--- src/rtl/serdes_pkg.sv ---
// Shared types and constants for the serial link receive path.
package serdes_pkg;

    typedef enum logic [1:0] {
        IDLE = 2'b00,
        RECV = 2'b01,
        HOLD = 2'b10
    } rx_state_t;

    localparam logic [1:0] ERR_NONE    = 2'b00;
    localparam logic [1:0] ERR_TRUNC   = 2'b01;
    localparam logic [1:0] ERR_OVERRUN = 2'b10;

    function automatic logic maj3(input logic a, input logic b, input logic c);
        return (a & b) | (a & c) | (b & c);
    endfunction

endpackage

--- src/rtl/serdes_bit_sampler.sv ---
// Bit-period phase counter and mid-period sampler for the frame receiver.
// SERIAL_RX_MAJORITY_EN selects a 2-of-3 vote around the sample point.
module serdes_bit_sampler
    import serdes_pkg::*;
#(
    parameter int DIV_WIDTH = 8
) (
    input  logic                 clk,
    input  logic                 rst,
    input  logic                 load,
    input  logic                 active,
    input  logic [DIV_WIDTH-1:0] clk_div,
    input  logic                 serial_in,
    output logic                 sample_pt,
    output logic                 bit_strobe,
    output logic                 bit_val
);

    logic [DIV_WIDTH-1:0] div_r;
    logic [DIV_WIDTH-1:0] ph_r;
    logic [DIV_WIDTH-1:0] div_cur;
    logic [DIV_WIDTH-1:0] ph_cur;
    logic                 run;

    // The load cycle is phase 0 of bit 0, before the divider is latched.
    always_comb begin
        div_cur   = load ? clk_div : div_r;
        ph_cur    = load ? {DIV_WIDTH{1'b0}} : ph_r;
        run       = load | active;
        sample_pt = run && (ph_cur == (div_cur >> 1));
    end

    // Divider latch and phase counter.
    always_ff @(posedge clk) begin
        if (rst) begin
            div_r <= {DIV_WIDTH{1'b0}};
            ph_r  <= {DIV_WIDTH{1'b0}};
        end else begin
            if (load) begin
                div_r <= clk_div;
            end
            if (!run || (ph_cur == div_cur)) begin
                ph_r <= {DIV_WIDTH{1'b0}};
            end else begin
                ph_r <= ph_cur + DIV_WIDTH'(1);
            end
        end
    end

`ifdef SERIAL_RX_MAJORITY_EN
    logic prev_r;
    logic early_r;
    logic mid_r;
    logic pend_r;
    logic wide;

    // Dividers below 2 leave no room for neighbours, so they sample once.
    always_comb begin
        wide = (div_cur > DIV_WIDTH'(1));
        if (pend_r && active) begin
            bit_strobe = 1'b1;
            bit_val    = maj3(early_r, mid_r, serial_in);
        end else if (sample_pt && !wide) begin
            bit_strobe = 1'b1;
            bit_val    = serial_in;
        end else begin
            bit_strobe = 1'b0;
            bit_val    = 1'b0;
        end
    end

    // Vote history: the cycle before and the sample point itself.
    always_ff @(posedge clk) begin
        if (rst) begin
            prev_r  <= 1'b0;
            early_r <= 1'b0;
            mid_r   <= 1'b0;
            pend_r  <= 1'b0;
        end else begin
            prev_r <= serial_in;
            pend_r <= sample_pt & wide;
            if (sample_pt) begin
                early_r <= prev_r;
                mid_r   <= serial_in;
            end
        end
    end
`else
    // Decision is the raw line value at the sample point.
    always_comb begin
        bit_strobe = sample_pt;
        bit_val    = serial_in;
    end
`endif

endmodule

--- src/rtl/serial_frame_rx.sv ---
// Self-triggered framed serial receiver with valid/ready frame output.
// Define SERIAL_RX_MAJORITY_EN for 2-of-3 majority bit sampling.
module serial_frame_rx
    import serdes_pkg::*;
#(
    parameter int DATA_WIDTH = 32,
    parameter int DATA_DEPTH = 4,
    parameter int DIV_WIDTH  = 8
) (
    input  logic                                  clk,
    input  logic                                  rst,
    input  logic                                  serial_in,
    input  logic                                  serial_en,
    input  logic [DIV_WIDTH-1:0]                  clk_div,
    input  logic [$clog2(DATA_WIDTH):0]           width,
    input  logic [$clog2(DATA_DEPTH):0]           depth,
    output logic [DATA_DEPTH-1:0][DATA_WIDTH-1:0] par_out,
    output logic                                  frame_valid,
    input  logic                                  frame_ready,
    output logic                                  frame_err,
    output logic [1:0]                            err_code,
    output logic                                  busy,
    output logic [$clog2(DATA_WIDTH):0]           bit_count,
    output logic [$clog2(DATA_DEPTH):0]           sample_count
);

    localparam int WW = $clog2(DATA_WIDTH) + 1;
    localparam int DW = $clog2(DATA_DEPTH) + 1;
    localparam int WI = (DATA_WIDTH > 1) ? $clog2(DATA_WIDTH) : 1;
    localparam int DI = (DATA_DEPTH > 1) ? $clog2(DATA_DEPTH) : 1;
    localparam logic [WW-1:0] W_MAX = WW'(DATA_WIDTH - 1);
    localparam logic [DW-1:0] D_MAX = DW'(DATA_DEPTH - 1);

    rx_state_t state_r, state_next;
    logic          en_q;
    logic [WW-1:0] width_r;
    logic [DW-1:0] depth_r;

    logic          rise;
    logic          load;
    logic          in_recv;
    logic          receiving;
    logic          last_bit;
    logic          err_next;
    logic [1:0]    code_next;
    logic [WW-1:0] w_clamp, w_eff, bc_eff, bc_next;
    logic [DW-1:0] d_clamp, d_eff, sc_eff, sc_next;
    logic [DATA_DEPTH-1:0][DATA_WIDTH-1:0] par_next;

    logic sample_pt;
    logic bit_strobe;
    logic bit_val;

    assign in_recv = (state_r == RECV);

    serdes_bit_sampler #(
        .DIV_WIDTH (DIV_WIDTH)
    ) u_sampler (
        .clk        (clk),
        .rst        (rst),
        .load       (load),
        .active     (in_recv),
        .clk_div    (clk_div),
        .serial_in  (serial_in),
        .sample_pt  (sample_pt),
        .bit_strobe (bit_strobe),
        .bit_val    (bit_val)
    );

    // Next-state, frame assembly and error detection.
    always_comb begin
        rise      = serial_en & ~en_q;
        w_clamp   = (width > W_MAX) ? W_MAX : width;
        d_clamp   = (depth > D_MAX) ? D_MAX : depth;
        load      = 1'b0;
        state_next = state_r;
        err_next  = 1'b0;
        code_next = ERR_NONE;

        case (state_r)
            IDLE: begin
                if (rise) begin
                    load       = 1'b1;
                    state_next = RECV;
                end else begin
                    state_next = IDLE;
                end
            end
            RECV: begin
                state_next = RECV;
            end
            HOLD: begin
                // A rise alongside ready completes the handshake and starts over.
                if (frame_ready) begin
                    if (rise) begin
                        load       = 1'b1;
                        state_next = RECV;
                    end else begin
                        state_next = IDLE;
                    end
                end else if (rise) begin
                    err_next   = 1'b1;
                    code_next  = ERR_OVERRUN;
                    state_next = HOLD;
                end else begin
                    state_next = HOLD;
                end
            end
            default: begin
                state_next = IDLE;
            end
        endcase

        receiving = load | in_recv;
        w_eff     = load ? w_clamp : width_r;
        d_eff     = load ? d_clamp : depth_r;
        bc_eff    = load ? {WW{1'b0}} : bit_count;
        sc_eff    = load ? {DW{1'b0}} : sample_count;
        last_bit  = (bc_eff == w_eff) && (sc_eff == d_eff);
        bc_next   = bc_eff;
        sc_next   = sc_eff;
        par_next  = par_out;

        if (receiving && sample_pt && !last_bit && !serial_en) begin
            err_next   = 1'b1;
            code_next  = ERR_TRUNC;
            state_next = IDLE;
        end else if (receiving && bit_strobe) begin
            par_next[sc_eff[DI-1:0]][bc_eff[WI-1:0]] = bit_val;
            if (last_bit) begin
                bc_next    = {WW{1'b0}};
                sc_next    = {DW{1'b0}};
                state_next = HOLD;
            end else if (bc_eff == w_eff) begin
                bc_next = {WW{1'b0}};
                sc_next = sc_eff + DW'(1);
            end else begin
                bc_next = bc_eff + WW'(1);
            end
        end else begin
            bc_next = bc_eff;
        end
    end

    // State, configuration latch and registered outputs.
    always_ff @(posedge clk) begin
        if (rst) begin
            state_r      <= IDLE;
            en_q         <= 1'b0;
            width_r      <= {WW{1'b0}};
            depth_r      <= {DW{1'b0}};
            bit_count    <= {WW{1'b0}};
            sample_count <= {DW{1'b0}};
            par_out      <= '0;
            frame_valid  <= 1'b0;
            frame_err    <= 1'b0;
            err_code     <= ERR_NONE;
            busy         <= 1'b0;
        end else begin
            state_r      <= state_next;
            en_q         <= serial_en;
            if (load) begin
                width_r <= w_clamp;
                depth_r <= d_clamp;
            end
            bit_count    <= bc_next;
            sample_count <= sc_next;
            par_out      <= par_next;
            frame_valid  <= (state_next == HOLD);
            busy         <= (state_next == RECV);
            frame_err    <= err_next;
            err_code     <= code_next;
        end
    end

endmodule

--- config.mk ---
export PLATFORM = sky130hd
export DESIGN_NAME = serial_frame_rx
export DESIGN_NICKNAME = d
export VERILOG_FILES = /design/src/rtl/serdes_pkg.sv /design/src/rtl/serdes_bit_sampler.sv /design/src/rtl/serial_frame_rx.sv
export SDC_FILE = /design/constraint.sdc
export NUM_CORES = 1
export LEC_CHECK = 0
export CAP_MARGIN = 20
export CORE_MARGIN = 2
export CORE_UTILIZATION = 37
export DETAILED_ROUTE_END_ITERATION = 7
export DONT_BUFFER_PORTS = 1
export PLACE_DENSITY = 0.61
export RECOVER_POWER = 50
export SYNTH_ARGS = -nofsm -noshare
export SYNTH_HDL_FRONTEND = slang
export SYNTH_HIERARCHICAL = 1
export SYNTH_SLANG_ARGS = --single-unit
--- constraint.sdc ---
create_clock -name clk -period 7.7 [get_ports clk]
set_clock_uncertainty 0.05 [all_clocks]
set_input_delay 0.385 -clock clk [delete_from_list [all_inputs] [get_ports clk]]
set_output_delay 0.385 -clock clk [all_outputs]
set_load 0.1 [all_outputs]
* Yosys cells after proc, flatten, opt, wreduce, memory -nomap -nowiden
Cells that the tools add are included.
** Storage, ports and cells
- Flip-flop bits (word level) :: 170
- Word-level logic and storage cells :: 91
- Output and inout port bits :: 142
** Cells by class
- Order comparisons :: 6
- Add/subtract/negate cells :: 3
- Bitwise operators :: 5
- Reductions and logical operators :: 15
- Eq/ne operators :: 8
- Muxes and demuxes :: 37
** Operators by type and width (number)
- bitwise mux 128 bit :: 1
- demux 32 bit (select 2 bit) :: 1
- two-way mux 6 bit :: 7
- two-way mux 32 bit :: 1
- two-way mux 3 bit :: 7
- two-way mux 8 bit :: 2
- two-way mux 1 bit :: 10
- two-way mux 2 bit :: 5
- adder 8 x 1 -> 8 bit, second input constant :: 1
- equality test 8 x 7 -> 1 bit :: 1
- equality test 8 bit :: 1
- logical AND 1 bit :: 7
- adder 6 x 1 -> 6 bit, second input constant :: 1
- equality test 6 bit :: 1
- > comparator 6 x 5 -> 1 bit, second input constant :: 1
- less-than comparator 5 x 6 -> 1 bit, second input constant :: 1
- one-hot mux 2 bit (3 select lines) :: 1
- demux 1 bit (select 5 bit) :: 1
- >= comparator 5 x 1 -> 1 bit, second input constant :: 1
- equality test 2 x 1 -> 1 bit, second input constant :: 2
- equality test 2 bit, second input constant :: 2
- OR reduction 4 bit :: 1
- adder 3 x 1 -> 3 bit, second input constant :: 1
- equality test 3 bit :: 1
- other kinds (12) :: 16

* Depth between registers and ports, before layout
Gate-level depths: netlist (run 1).
- Word-level depth :: 13
- Gate-level depth with buffers :: 18

* Modules after synthesis
Netlist (run 1), hierarchy kept.
** By module, submodules not included
- serial_frame_rx :: sequential area each 3083.0 um^2, cells an instance 811, area an instance 7302.0 um^2, instances 1
- serdes_bit_sampler :: sequential area each 320.3 um^2, cells an instance 110, area an instance 984.7 um^2, instances 1

* Worst setup path before layout (run 1)
Ideal clock, no wire load.
- Path type :: flip-flop to flip-flop
- Start :: register state_r[0]
- End :: register par_out[69] (netlist name)
- Data required time :: 7.518 ns
- Stages on the path, launching flop included :: 16
- Path buffers :: 5
- Clock period less this slack :: 3.484 ns
- Setup slack :: 4.216 ns
- Arrival time :: 3.302 ns
- Library setup time :: 0.132 ns
- Cell sequence :: dfxtp_1 -> buf_2 -> nor3b_2 -> nand2_2 -> inv_2 -> buf_2 -> buf_1 -> buf_6 -> nor3b_1 -> nand3_1 -> o21ai_1 -> o221ai_2 -> clkbuf_1 -> nor4_1 -> nand3_1 -> mux2i_1
** Between the ends
- Cells in the longest elaborated chain, start to end :: 10
** RTL lines
- start, declared :: RTL line serial_frame_rx.sv:34 : rx_state_t state_r, state_next;
- start signal, assigned :: RTL line serial_frame_rx.sv:160 : state_r <= state_next;
- equality test 2 bit / zero test 2 bit (equally long branches) :: RTL line serial_frame_rx.sv:80 : case (state_r)
- one-hot mux 1 bit (2 select lines) * :: RTL line serial_frame_rx.sv:80
- named net load :: RTL line serial_frame_rx.sv:40 : logic load;
- two-way mux 8 bit (on tied branches)
- equality test 8 x 7 -> 1 bit :: RTL line serdes_bit_sampler.sv:30 : sample_pt = run && (ph_cur == (div_cur >> 1));
- logical AND 1 bit * :: RTL line serdes_bit_sampler.sv:30
- named net bit_strobe :: RTL line serial_frame_rx.sv:51 : logic bit_strobe;
- logical AND 1 bit * :: RTL line serial_frame_rx.sv:124, serial_frame_rx.sv:128
- logical AND 1 bit (2 in series) :: RTL line serial_frame_rx.sv:124 : if (receiving && sample_pt && !last_bit && !serial_en) begin
- inverter 1 bit (no source line)
- AND reduction 2 bit (no source line) *
- end signal, assigned :: RTL line serial_frame_rx.sv:168 : par_out <= par_next;
- end, declared :: RTL line serial_frame_rx.sv:17 : output logic [DATA_DEPTH-1:0][DATA_WIDTH-1:0] par_out,
The timed path passes the listed nets; every way through them passes the cells marked *.
A chain may end at the register's enable or synchronous reset.

* Final worst setup path (run 1)
- Start :: register state_r[0]
- End :: register par_out[48] (netlist name)
** Between the ends
- Cells in the longest elaborated chain, start to end :: 10
** RTL lines (RTL line)
- equality test 2 bit / zero test 2 bit (equally long branches) :: serial_frame_rx.sv:80
- one-hot mux 1 bit (2 select lines) :: serial_frame_rx.sv:80
- two-way mux 8 bit (on tied branches)
- equality test 8 x 7 -> 1 bit :: serdes_bit_sampler.sv:30
- logical AND 1 bit * :: serdes_bit_sampler.sv:30
- named net bit_strobe :: serial_frame_rx.sv:51
- logical AND 1 bit * :: serial_frame_rx.sv:124, serial_frame_rx.sv:128
- logical AND 1 bit (2 in series) :: serial_frame_rx.sv:124
- inverter 1 bit (no source line)
- AND reduction 2 bit (no source line) *
Marked as above.

==> reports/qor.csv, run 1 <==
stage;metric;value;unit
critical_path;most used cell, CP;buf_4;
critical_path;Reg2Reg Depth;13;
power_and_ir_drop;Power Density;216;nW/µm²
floorplan;io pins;164;
place;Area after DPL;8430;µm²
layout;Final Util;0.415;
global_routing;first-pass GRT wire length;38200;µm
critical_path;Critical Path End Type;flop;
logic_synthesis;cells after synthesis;921;
layout;Antenna Cells;0;
timing;final setup vio count;0;
logic_synthesis;Synthesis Warnings;6;
global_routing;Total Routing Usage GR;0.206;
layout;synthesis-to-finish area growth;9.53;%
place;Post-Place Cells;1133;
clocking;root buffer cell;clkbuf_16;
timing;worst-margin pin slew;1.94;ns
clocking;CTS tree;built;
routing;drt first pass iters;5;
floorplan;Initial Util;0.379;
logic_synthesis;Seq cells post-synth;170;
floorplan;row count;54;
critical_path;CP Buf/Inv Count;3;
logic_synthesis;Synth async-reset ratio;0;
run_status;failing checks;capacitance limit, slew limit;
timing;fin crit share;0.765;
critical_path;CP Cell Sequence;nor3b_1, nand2_1, inv_1, nand2b_1, nor3_1, nand4_1, o21ai_1, and3b_1, o41ai_4, buf_4, buf_4, nand3_1, mux2i_1;
clocking;Reg clk slew, reported paths;0.07;ns
flow_run;Max Cap Viol;5;
logic_synthesis;number of flops mapped to enable cells by yosys;0;
clocking;CTS H-tree lvls;4;
floorplan;Die Span X;154;µm
critical_path;critical path fanouts, max;75;
logic_synthesis;Avg Inst Size Synth;9.00;µm²
timing;max-slew violation count;133;
critical_path;CP Depth;13;
timing;Slew HR;-0.295;
clocking;deepest clock path buffer count;2;
power_and_ir_drop;Worst VDD drop;0.139;mV
critical_path;worst reg2reg path endpoint;par_out[48];
logic_synthesis;ys flop type;dfxtp_1;
floorplan;Core ar.;21900;µm²
routing;Routed WL;24500;µm
global_routing;vias in the first global route;6325;
global_routing;initial antenna violation count;0;
routing;via-per-instance ratio;5.53;
critical_path;critical path's slowest cell;inv_1;
timing;Hold WS;0.0389;ns
clocking;clock sink count;170;
critical_path;setup slack, reg-to-reg;1.81;ns
logic_synthesis;Netlist cell types;66;
critical_path;crit path launch type;flop;
critical_path;Worst EP arrival;6.11;ns
critical_path;RR Startpoint;state_r[0];
floorplan;die span in y;154;µm
logic_synthesis;Synth area leader;dfxtp_1;
floorplan;area of the die;23600;µm²
worst_hold_path;worst hold path type;in -> reg;
timing;RSZ-0062 raised after global routing;no;
power_and_ir_drop;static leakage;0.00356;µW
timing;Post-Route Setup TNS;0;ns
layout;# nets final;907;
place;DP Wirelength;15600;µm
logic_synthesis;Synth top cells by count;170 x dfxtp_1, 125 x nand2b_1, 121 x mux2i_1;
run_status;status;complete, but fails checks;
place;GPL Wtd Cong;0.811;
routing;DRC Markers;0;
timing;Final min period;5.89;ns
logic_synthesis;Post-Syn Area;8290;µm²
logic_synthesis;Synth top area share;0.411;
logic_synthesis;post-synth net total;952;
routing;Antenna Nets Post-Route;0;
place;Buffers on Ports;0;
layout;Final Cell Area;9080;µm²
clocking;CTS buffer count;17;
global_routing;grt ovf;0;
critical_path;Worst EP required;7.92;ns
layout;share of layout cells above drive strength 1;0.0832;
routing;via count;6460;
routing;Routed WL per cell;20.9;µm
critical_path;Crit path max-delay family;buffers and inverters;
critical_path;Crit Path Class;reg -> reg;
critical_path;Worst setup startpoint;state_r[0];
critical_path;Worst setup endpoint;par_out[48];
timing;Hold Violations, Final;0;
global_routing;pin count of the biggest net entering global routing;124;
logic_synthesis;synth top area cells;dfxtp_1 41%, mux2i_1 15%, nand2b_1 9.4%, nand3_1 6.6%, clkbuf_1 2.9%;
routing;first-iteration detailed-routing DRC count;616;
logic_synthesis;cell with the most instances after synthesis;dfxtp_1;
clocking;clk_lat worst skew;0.43;ns
critical_path;CP peak stage delay;1.35;ns
logic_synthesis;register area share after synthesis;0.411;
timing;Max Clk Rate;0.170;GHz
layout;final cell count without fillers;1169;
clocking;Post-CTS Repair Setup Buffers;0;
-- state kept, by name, summed over array words and instances, names as in the netlist, 3 cells and up --
signal           flops
sample_count         3
u_sampler/ph_r       8
par_out            128
bit_count            6
u_sampler/div_r      8
width_r              6
depth_r              3
-- placed cells by master, fill, tap and decap left out, types with 8 or more instances in the layout --
cell	Yosys	routed
nand2b_1	125	124
nor3_1	32	32
nand4_1	24	24
dfxtp_1	170	170
a31o_2	8	8
xor2_1	8	8
mux2i_1	121	121
nand3_1	109	109
buf_4	9	10
nor4_1	19	19
ha_1	9	8
nor2_1	29	29
xnor2_1	15	15
o21ai_0	15	15
inv_1	16	17
a21oi_1	29	29
nor2b_1	10	10
clkbuf_16	0	17
nand2_1	25	26
-- layout make-up --
type,count,area (µm²)
Clock inverter,12,186
Multi-Input combinational cell,651,4500
Fill cell,2196,12800
Sequential cell,170,3400
Inverter,18,67.6
Tap cell,280,350
Timing Repair Buffer,18,115
Clock buffer,20,457
-- timing repair --
action / CTS / global route
hold buffers: 2 / 0
hold endpoints to repair: 39 / 0
resized for setup: 0 / 0
-- worst min-delay path by stage --
stage,from,end,slack (ns),depth (start not counted)
after floorplan,depth_r[1],depth_r[1],0.40,2
after global placement,depth_r[1],depth_r[1],0.40,2
after detailed placement,depth_r[1],depth_r[1],0.41,2
after CTS,rst,busy,0.02,1
after global routing,serial_en,en_q,0.04,1
final,serial_en,en_q,0.04,1
-- kinds of logic (layout without fill, tap and decap cells) --
family	Yosys count	in the layout	share of synthesized area
AND/OR/NAND/NOR	408	408	0.277
multiplexers	121	121	0.146
buffers and inverters	100	68	0.0513
adder cells (fa/ha/maj)	9	9	0.0136
AO/OA/AOI/OAI	90	90	0.0772
XOR/XNOR	23	23	0.0243
flip-flops	170	170	0.411
-- power breakdown --
| group | total, µW | switching (µW) | internal, µW |
|---|---|---|---|
| Sequential | 905 | 17.3 | 888 |
| Clock | 949 | 382 | 567 |
| Combinational | 107 | 67.5 | 39.8 |
| Total | 1960 | 467 | 1490 |
-- per-layer routing --
metal,part of all wire,track usage,up-vias
li1,-,-,3151
met4,0.019,0.0612,0
met2,0.46,0.324,198
met5,0,0,-
met1,0.43,0.269,3084
met3,0.087,0.0702,27
-- per-stage QoR --
| step | total power (µW) | setup WS (ns) |
|---|---|---|
| after global routing | 2030 | 1.37 |
| after detailed placement | 1030 | 2.98 |
| final | 1960 | 1.81 |
| after floorplan | 1020 | 4.22 |
| after CTS | 1980 | 2.96 |
| after global placement | 1030 | 3.12 |
Power figures use the tool's default switching activity.
==> inputs of run 2 (changes only) <==
--- a/config.mk
+++ b/config.mk
@@ -10,7 +10,7 @@
 export CORE_UTILIZATION = 37
 export DETAILED_ROUTE_END_ITERATION = 7
 export DONT_BUFFER_PORTS = 1
-export PLACE_DENSITY = 0.61
+export PLACE_DENSITY = 0.63
 export RECOVER_POWER = 50
 export SYNTH_ARGS = -nofsm -noshare
 export SYNTH_HDL_FRONTEND = slang
==> constraint.sdc (replaced) <==
create_clock -name clk -period 5.3 [get_ports clk]
set_clock_uncertainty 0.05 [all_clocks]
set_input_delay 0.265 -clock clk [delete_from_list [all_inputs] [get_ports clk]]
set_output_delay 0.265 -clock clk [all_outputs]
set_load 0.1 [all_outputs]
==> reports/qor.csv, run 2 (same netlist as run 1, synthesis figures left out) <==
stage;metric;value;unit;change
layout;share of layout cells above drive strength 1;0.0911;;was 0.0832
routing;drt first pass iters;5;;unchanged
power_and_ir_drop;sequential power share;0.476;;was 0.462
place;Area after DPL;8520;µm²;was 8430 µm²
clocking;root buffer cell;clkbuf_16;;unchanged
floorplan;Initial Util;0.379;;unchanged
timing;RSZ-0062 raised after global routing;no;;unchanged
critical_path;Crit Path Class;reg -> reg;;unchanged
power_and_ir_drop;Switch Pwr;727;µW;was 467 µW
routing;Routed WL;25600;µm;was 24,500 µm
timing;Hold Violations, Final;0;;unchanged
floorplan;Core ar.;21900;µm²;unchanged
routing;Antenna Nets Post-Route;0;;unchanged
layout;Layout fillers;2185;;was 2,196
power_and_ir_drop;static leakage;0.00370;µW;was 0.00356 µW
routing;DRC Markers;0;;unchanged
power_and_ir_drop;clock power share;0.455;;was 0.484
floorplan;area of the die;23600;µm²;unchanged
floorplan;row count;54;;unchanged
place;Post-Place Cells;1147;;was 1,133
clocking;Reg clk slew, reported paths;0.08;ns;was 0.07 ns
clocking;CTS tree;built;;unchanged
clocking;clock sink count;170;;unchanged
timing;max-slew violation count;43;;was 133
layout;synthesis-to-finish area growth;12.7;%;was 9.53%
global_routing;grt ovf;0;;unchanged
routing;Routed WL per cell;21.3;µm;was 20.9 µm
clocking;CTS buffer count;17;;unchanged
worst_hold_path;worst hold path type;in -> reg;;unchanged
global_routing;pin count of the biggest net entering global routing;153;;was 124
power_and_ir_drop;Int Pwr;2030;µW;was 1490 µW
global_routing;first-pass GRT wire length;39000;µm;was 38,200 µm
timing;final setup vio count;0;;unchanged
critical_path;critical path's slowest cell;nor3b_1;;was inv_1
place;GPL Wtd Cong;0.889;;was 0.811
clocking;Post-CTS Repair Setup Buffers;0;;unchanged
global_routing;initial antenna violation count;1;;was 0
run_status;failing checks;capacitance limit, slew limit;;unchanged
critical_path;Worst EP arrival;4.82;ns;was 6.11 ns
power_and_ir_drop;combinational power share;0.068;;was 0.055
power_and_ir_drop;Worst VDD drop;0.151;mV;was 0.139 mV
global_routing;met1 Use GR;0.280;;was 0.269
floorplan;io pins;164;;unchanged
run_status;status;complete, but fails checks;;unchanged
critical_path;Worst EP required;5.58;ns;was 7.92 ns
critical_path;CP peak stage delay;0.71;ns;was 1.35 ns
global_routing;GR Layer Usage met3;0.0682;;was 0.0702
critical_path;critical path fanouts, max;17;;was 75
layout;commonest non-fill, non-tap cells in the layout;170 x dfxtp_1, 124 x nand2b_1, 121 x mux2i_1;;unchanged
place;Buffers on Ports;0;;unchanged
power_and_ir_drop;switching share of power;0.264;;was 0.238
routing;via-per-instance ratio;5.56;;was 5.53
layout;Largest register FFs;128;;unchanged
layout;Sequential Area;3400;µm²;unchanged
timing;Slew HR;-0.275;;was -0.295
critical_path;CP Cell Sequence;nor3b_1, nand2_2, inv_2, nor3b_1, nand3_1, o21ai_1, o221ai_2, buf_4, nor4_1, buf_4, a31o_2, a21oi_1, dlygate4sd3_1;;was nor3b_1, nand2_1, inv_1, nand2b_1, nor3_1, nand4_1, o21ai_1, and3b_1, o41ai_4, buf_4, buf_4, nand3_1, mux2i_1
layout;most common cell after layout, fill and taps aside;dfxtp_1;;unchanged
clocking;deepest clock path buffer count;2;;unchanged
global_routing;Total Routing Usage GR;0.212;;was 0.206
clocking;number of gates resized after CTS;0;;unchanged
layout;Antenna Cells;0;;unchanged
layout;# nets final;940;;was 907
clocking;clk_lat worst skew;0.43;ns;about the same
critical_path;Critical Path End Type;flop;;unchanged
power_and_ir_drop;Power Density;295;nW/µm²;was 216 nW/µm²
layout;Final Cell Area;9340;µm²;was 9080 µm²
layout;final cell count without fillers;1202;;was 1,169
floorplan;Die Span X;154;µm;unchanged
critical_path;crit path launch type;flop;;unchanged
timing;worst-margin pin slew;1.91;ns;was 1.94 ns
timing;fin crit share;0.856;;was 0.765
global_routing;Most Used Layer, Global Route;met2;;unchanged
layout;area of the multi-input gates;4470;µm²;was 4500 µm²
routing;via count;6684;;was 6,460
routing;first-iteration detailed-routing DRC count;399;;was 616
timing;Final min period;4.54;ns;was 5.89 ns
timing;Max Clk Rate;0.220;GHz;was 0.170 GHz
timing;Post-Route Setup TNS;0;ns;unchanged
floorplan;die span in y;154;µm;unchanged
flow_run;Max Cap Viol;3;;was 5
global_routing;vias in the first global route;6457;;was 6,325
place;DP Wirelength;15800;µm;was 15,600 µm
clocking;CTS H-tree lvls;4;;unchanged
global_routing;global routing usage on met2;0.329;;was 0.324
layout;largest reg by FF count;par_out;;unchanged
layout;Largest regs;par_out x128, u_sampler/div_r x8, u_sampler/ph_r x8;;unchanged
run 2: final timing paths:
| kind | startpoint | endpoint | slack [ns] | cells past startpoint |
|---|---|---|---|---|
| worst min-delay path | rst | par_out[7] | 0.02 | 2 |
| worst min register to register | depth_r[1] | depth_r[1] | 0.43 | 2 |
| worst max-delay path | state_r[0] | par_out[59] | 0.76 | 13 |
| worst max register to register | state_r[0] | par_out[59] | 0.76 | 13 |
run 2: final cells by class:
class,count,area share
clock inverter,15,0.0167
sequential,170,0.364
clock buffer,17,0.0455
multi-input combinational,651,0.478
timing repair buffer,51,0.0502
tap,280,0.0375
inverter,18,0.00723
run 2: worst max-delay path: cells and delay by family, from the launching register on:
family	cells	cell delay [ns]
AND/OR/NAND/NOR	5	1.86
buffers and inverters	4	1.38
flip-flops	1	0.39
AO/OA/AOI/OAI	4	0.74
run 2: stage by stage:
stage	hold WS, ns	power [µW]	setup WS, ns	util
after global routing	0.00217	2850	0.459	0.427
after global placement	0.303	1490	1.44	0.389
final	0.0154	2750	0.764	0.427
after CTS	0.0000358	2780	1.18	0.426
after floorplan	0.284	1480	1.82	-
after detailed placement	0.305	1490	1.26	0.389
run 2: timing repair:
item | 4_1_cts | 5_1_grt
hold buffers | 21 | 1
hold endpoints to repair | 152 | 1
endpoints found under the setup margin | 0 | 0
run 2: power groups by stage:
stage / logic [µW] / registers [µW] / clock network (µW)
6_report: 188 / 1310 / 1250
5_1_grt: 206 / 1310 / 1330
4_1_cts: 186 / 1310 / 1280
3_5_place_dp: 152 / 1340 / 0
3_3_place_gp: 151 / 1340 / 0
2_1_floorplan: 138 / 1340 / 0
run 2: per-layer routing:
metal | wire [µm] | up-vias
met5 | 0 | -
met4 | 558 | 0
met3 | 1950 | 27
met2 | 11700 | 218
met1 | 11400 | 3226
li1 | - | 3213
==> inputs of run 3 (changes only) <==
--- a/config.mk
+++ b/config.mk
@@ -5,12 +5,12 @@
 export SDC_FILE = /design/constraint.sdc
 export NUM_CORES = 1
 export LEC_CHECK = 0
-export CAP_MARGIN = 20
+export BUFFER_PORTS_ARGS = -buffer_cell sky130_fd_sc_hd__buf_2
+export CAP_MARGIN = 25
 export CORE_MARGIN = 2
 export CORE_UTILIZATION = 37
 export DETAILED_ROUTE_END_ITERATION = 7
-export DONT_BUFFER_PORTS = 1
-export PLACE_DENSITY = 0.63
+export PLACE_DENSITY = 0.7
 export RECOVER_POWER = 50
 export SYNTH_ARGS = -nofsm -noshare
 export SYNTH_HDL_FRONTEND = slang
==> reports/qor.csv, run 3 (same netlist as run 1, synthesis figures left out) <==
stage;metric;value;unit;change
floorplan;Initial Util;0.379;;unchanged
layout;area of the multi-input gates;4480;µm²;was 4470 µm²
critical_path;critical path's slowest cell;nor4_1;;was nor3b_1
timing;Post-Route Setup TNS;0;ns;unchanged
power_and_ir_drop;Worst VDD drop;0.185;mV;was 0.151 mV
layout;Largest register FFs;128;;unchanged
routing;via-per-instance ratio;5.40;;was 5.56
clocking;clock sink count;170;;unchanged
place;Buffers on Ports;163;;was 0
timing;fin crit share;0.832;;was 0.856
place;DP Wirelength;16300;µm;was 15,800 µm
critical_path;Crit Path Class;reg -> reg;;unchanged
clocking;CTS tree;built;;unchanged
clocking;Post-CTS Hold Buffers;0;;was 21
layout;Largest regs;par_out x128, u_sampler/div_r x8, u_sampler/ph_r x8;;unchanged
floorplan;io pins;164;;unchanged
global_routing;initial antenna violation count;0;;was 1
run_status;failing checks;capacitance limit, slew limit;;unchanged
timing;worst setup margin;0.888;ns;was 0.764 ns
global_routing;first-pass GRT wire length;39200;µm;was 39,000 µm
layout;share of layout cells above drive strength 1;0.0929;;was 0.0911
global_routing;Total Routing Usage GR;0.207;;was 0.212
layout;Sequential Area;3400;µm²;unchanged
power_and_ir_drop;Int Pwr;2140;µW;was 2030 µW
worst_hold_path;worst hold path type;in -> reg;;unchanged
clocking;clk_lat worst skew;0.43;ns;about the same
floorplan;row count;54;;unchanged
critical_path;Worst EP arrival;4.66;ns;was 4.82 ns
clocking;CTS buffer count;17;;unchanged
timing;RSZ-0062 raised after global routing;no;;unchanged
floorplan;Die Span X;154;µm;unchanged
place;GPL Wtd Cong;0.862;;was 0.889
timing;worst-margin pin slew;2.71;ns;was 1.91 ns
place;Place WS;1.11;ns;was 1.26 ns
global_routing;grt ovf;0;;unchanged
place;Post-Place Cells;1302;;was 1,147
routing;Routed WL per cell;18.5;µm;was 21.3 µm
flow_run;Max Cap Viol;2;;was 3
floorplan;area of the die;23600;µm²;unchanged
layout;most common cell after layout, fill and taps aside;dfxtp_1;;unchanged
critical_path;most used cell, CP;nand3_1;;
layout;final cell count without fillers;1335;;was 1,202
power_and_ir_drop;Power Density;287;nW/µm²;was 295 nW/µm²
layout;Layout fillers;2242;;was 2,185
routing;first-iteration detailed-routing DRC count;448;;was 399
timing;Max Clk Rate;0.227;GHz;was 0.220 GHz
layout;commonest non-fill, non-tap cells in the layout;170 x dfxtp_1, 145 x clkbuf_1, 124 x nand2b_1;;was 170 x dfxtp_1, 124 x nand2b_1, 121 x mux2i_1
timing;Hold Violations, Final;0;;unchanged
global_routing;vias in the first global route;6911;;was 6,457
clocking;deepest clock path buffer count;2;;unchanged
layout;synthesis-to-finish area growth;17.6;%;was 12.7%
timing;final setup vio count;0;;unchanged
layout;Final Util;0.445;;was 0.427
clocking;Reg clk slew, reported paths;0.06;ns;was 0.08 ns
routing;Routed WL;24700;µm;was 25,600 µm
clocking;root buffer cell;clkbuf_16;;unchanged
floorplan;Core ar.;21900;µm²;unchanged
timing;max-slew violation count;165;;was 43
layout;Antenna Cells;0;;unchanged
run_status;status;complete, but fails checks;;unchanged
power_and_ir_drop;static leakage;0.00385;µW;was 0.00370 µW
critical_path;CP Cell Sequence;nor3b_2, nand2_2, inv_1, nor3b_1, nand3_1, o21ai_1, o221ai_2, buf_4, nor4_1, nand3_1, mux2i_1;;was nor3b_1, nand2_2, inv_2, nor3b_1, nand3_1, o21ai_1, o221ai_2, buf_4, nor4_1, buf_4, a31o_2, a21oi_1, dlygate4sd3_1
critical_path;Worst EP required;5.54;ns;was 5.58 ns
critical_path;critical path fanouts, max;27;;was 17
critical_path;CP peak stage delay;0.85;ns;was 0.71 ns
routing;drt first pass iters;4;;was 5
timing;Slew HR;-0.806;;was -0.275
routing;DRC Markers;0;;unchanged
clocking;number of gates resized after CTS;0;;unchanged
timing;Final min period;4.41;ns;was 4.54 ns
layout;# nets final;1074;;was 940
clocking;Post-CTS Repair Setup Buffers;0;;unchanged
critical_path;crit path launch type;flop;;unchanged
power_and_ir_drop;sequential power share;0.466;;was 0.476
clocking;CTS H-tree lvls;4;;unchanged
power_and_ir_drop;switching share of power;0.237;;was 0.264
critical_path;Critical Path End Type;flop;;unchanged
power_and_ir_drop;clock power share;0.465;;was 0.455
routing;via count;7206;;was 6,684
power_and_ir_drop;combinational power share;0.069;;was 0.068
global_routing;pin count of the biggest net entering global routing;124;;was 153
floorplan;die span in y;154;µm;unchanged
routing;Antenna Nets Post-Route;0;;unchanged
layout;largest reg by FF count;par_out;;unchanged
power_and_ir_drop;Switch Pwr;663;µW;was 727 µW
[run 3: cell count changes in the layout (fill, tap and decap cells not counted), moves of 2 or more]
cell / delta
clkbuf_8: +3
clkbuf_1: +140
buf_4: -5
inv_6: -5
dlygate4sd3_1: -21
buf_2: +20
bufinv_16: +2
[run 3: per-stage QoR]
stage               instance area [µm²]  hold WS (ns)  total power (µW)
detailed placement                 9280         0.408              1520
floorplan                          8290         0.284              1480
CTS                                9890        0.0391              2820
global placement                   9280         0.408              1520
finish                             9750        0.0559              2800
global route                       9750        0.0424              2890
[run 3: worst max-delay path: cells and delay by family, from the launching register on]
kind	cells	cell delay, ns
flip-flops	1	0.40
AND/OR/NAND/NOR	6	2.41
AO/OA/AOI/OAI	2	0.39
multiplexers	1	0.16
buffers and inverters	2	0.85
[run 3: cell type report]
| cell class | count | share of cell area |
|---|---|---|
| flip-flops and latches | 170 | 0.349 |
| well taps | 280 | 0.0359 |
| clock buffers | 21 | 0.0483 |
| clock inverters | 10 | 0.0145 |
| multi-input cells | 651 | 0.459 |
| inverters | 18 | 0.00693 |
| repair buffers | 185 | 0.0858 |
[run 3: per-layer routing]
metal | global-route usage | share of wire
met2 | 0.335 | 0.47
met1 | 0.279 | 0.45
met5 | 0 | 0
met4 | 0.0690 | 0.024
met3 | 0.0409 | 0.056
[run 3: path summary, 6_finish.rpt]
path | slack (ns) | cells after the start | to | start
max | 0.89 | 11 | par_out[100] | state_r[0]
min | 0.06 | 2 | en_q | serial_en
max reg2reg | 0.89 | 11 | par_out[100] | state_r[0]
min reg2reg | 0.42 | 2 | depth_r[1] | depth_r[1]
[run 3: power by group through the flow]
stage	sequential, µW	combinational (µW)	clock (µW)
finish	1310	193	1300
global route	1310	210	1380
CTS	1300	190	1330
detailed placement	1330	189	0
global placement	1330	187	0
floorplan	1340	138	0
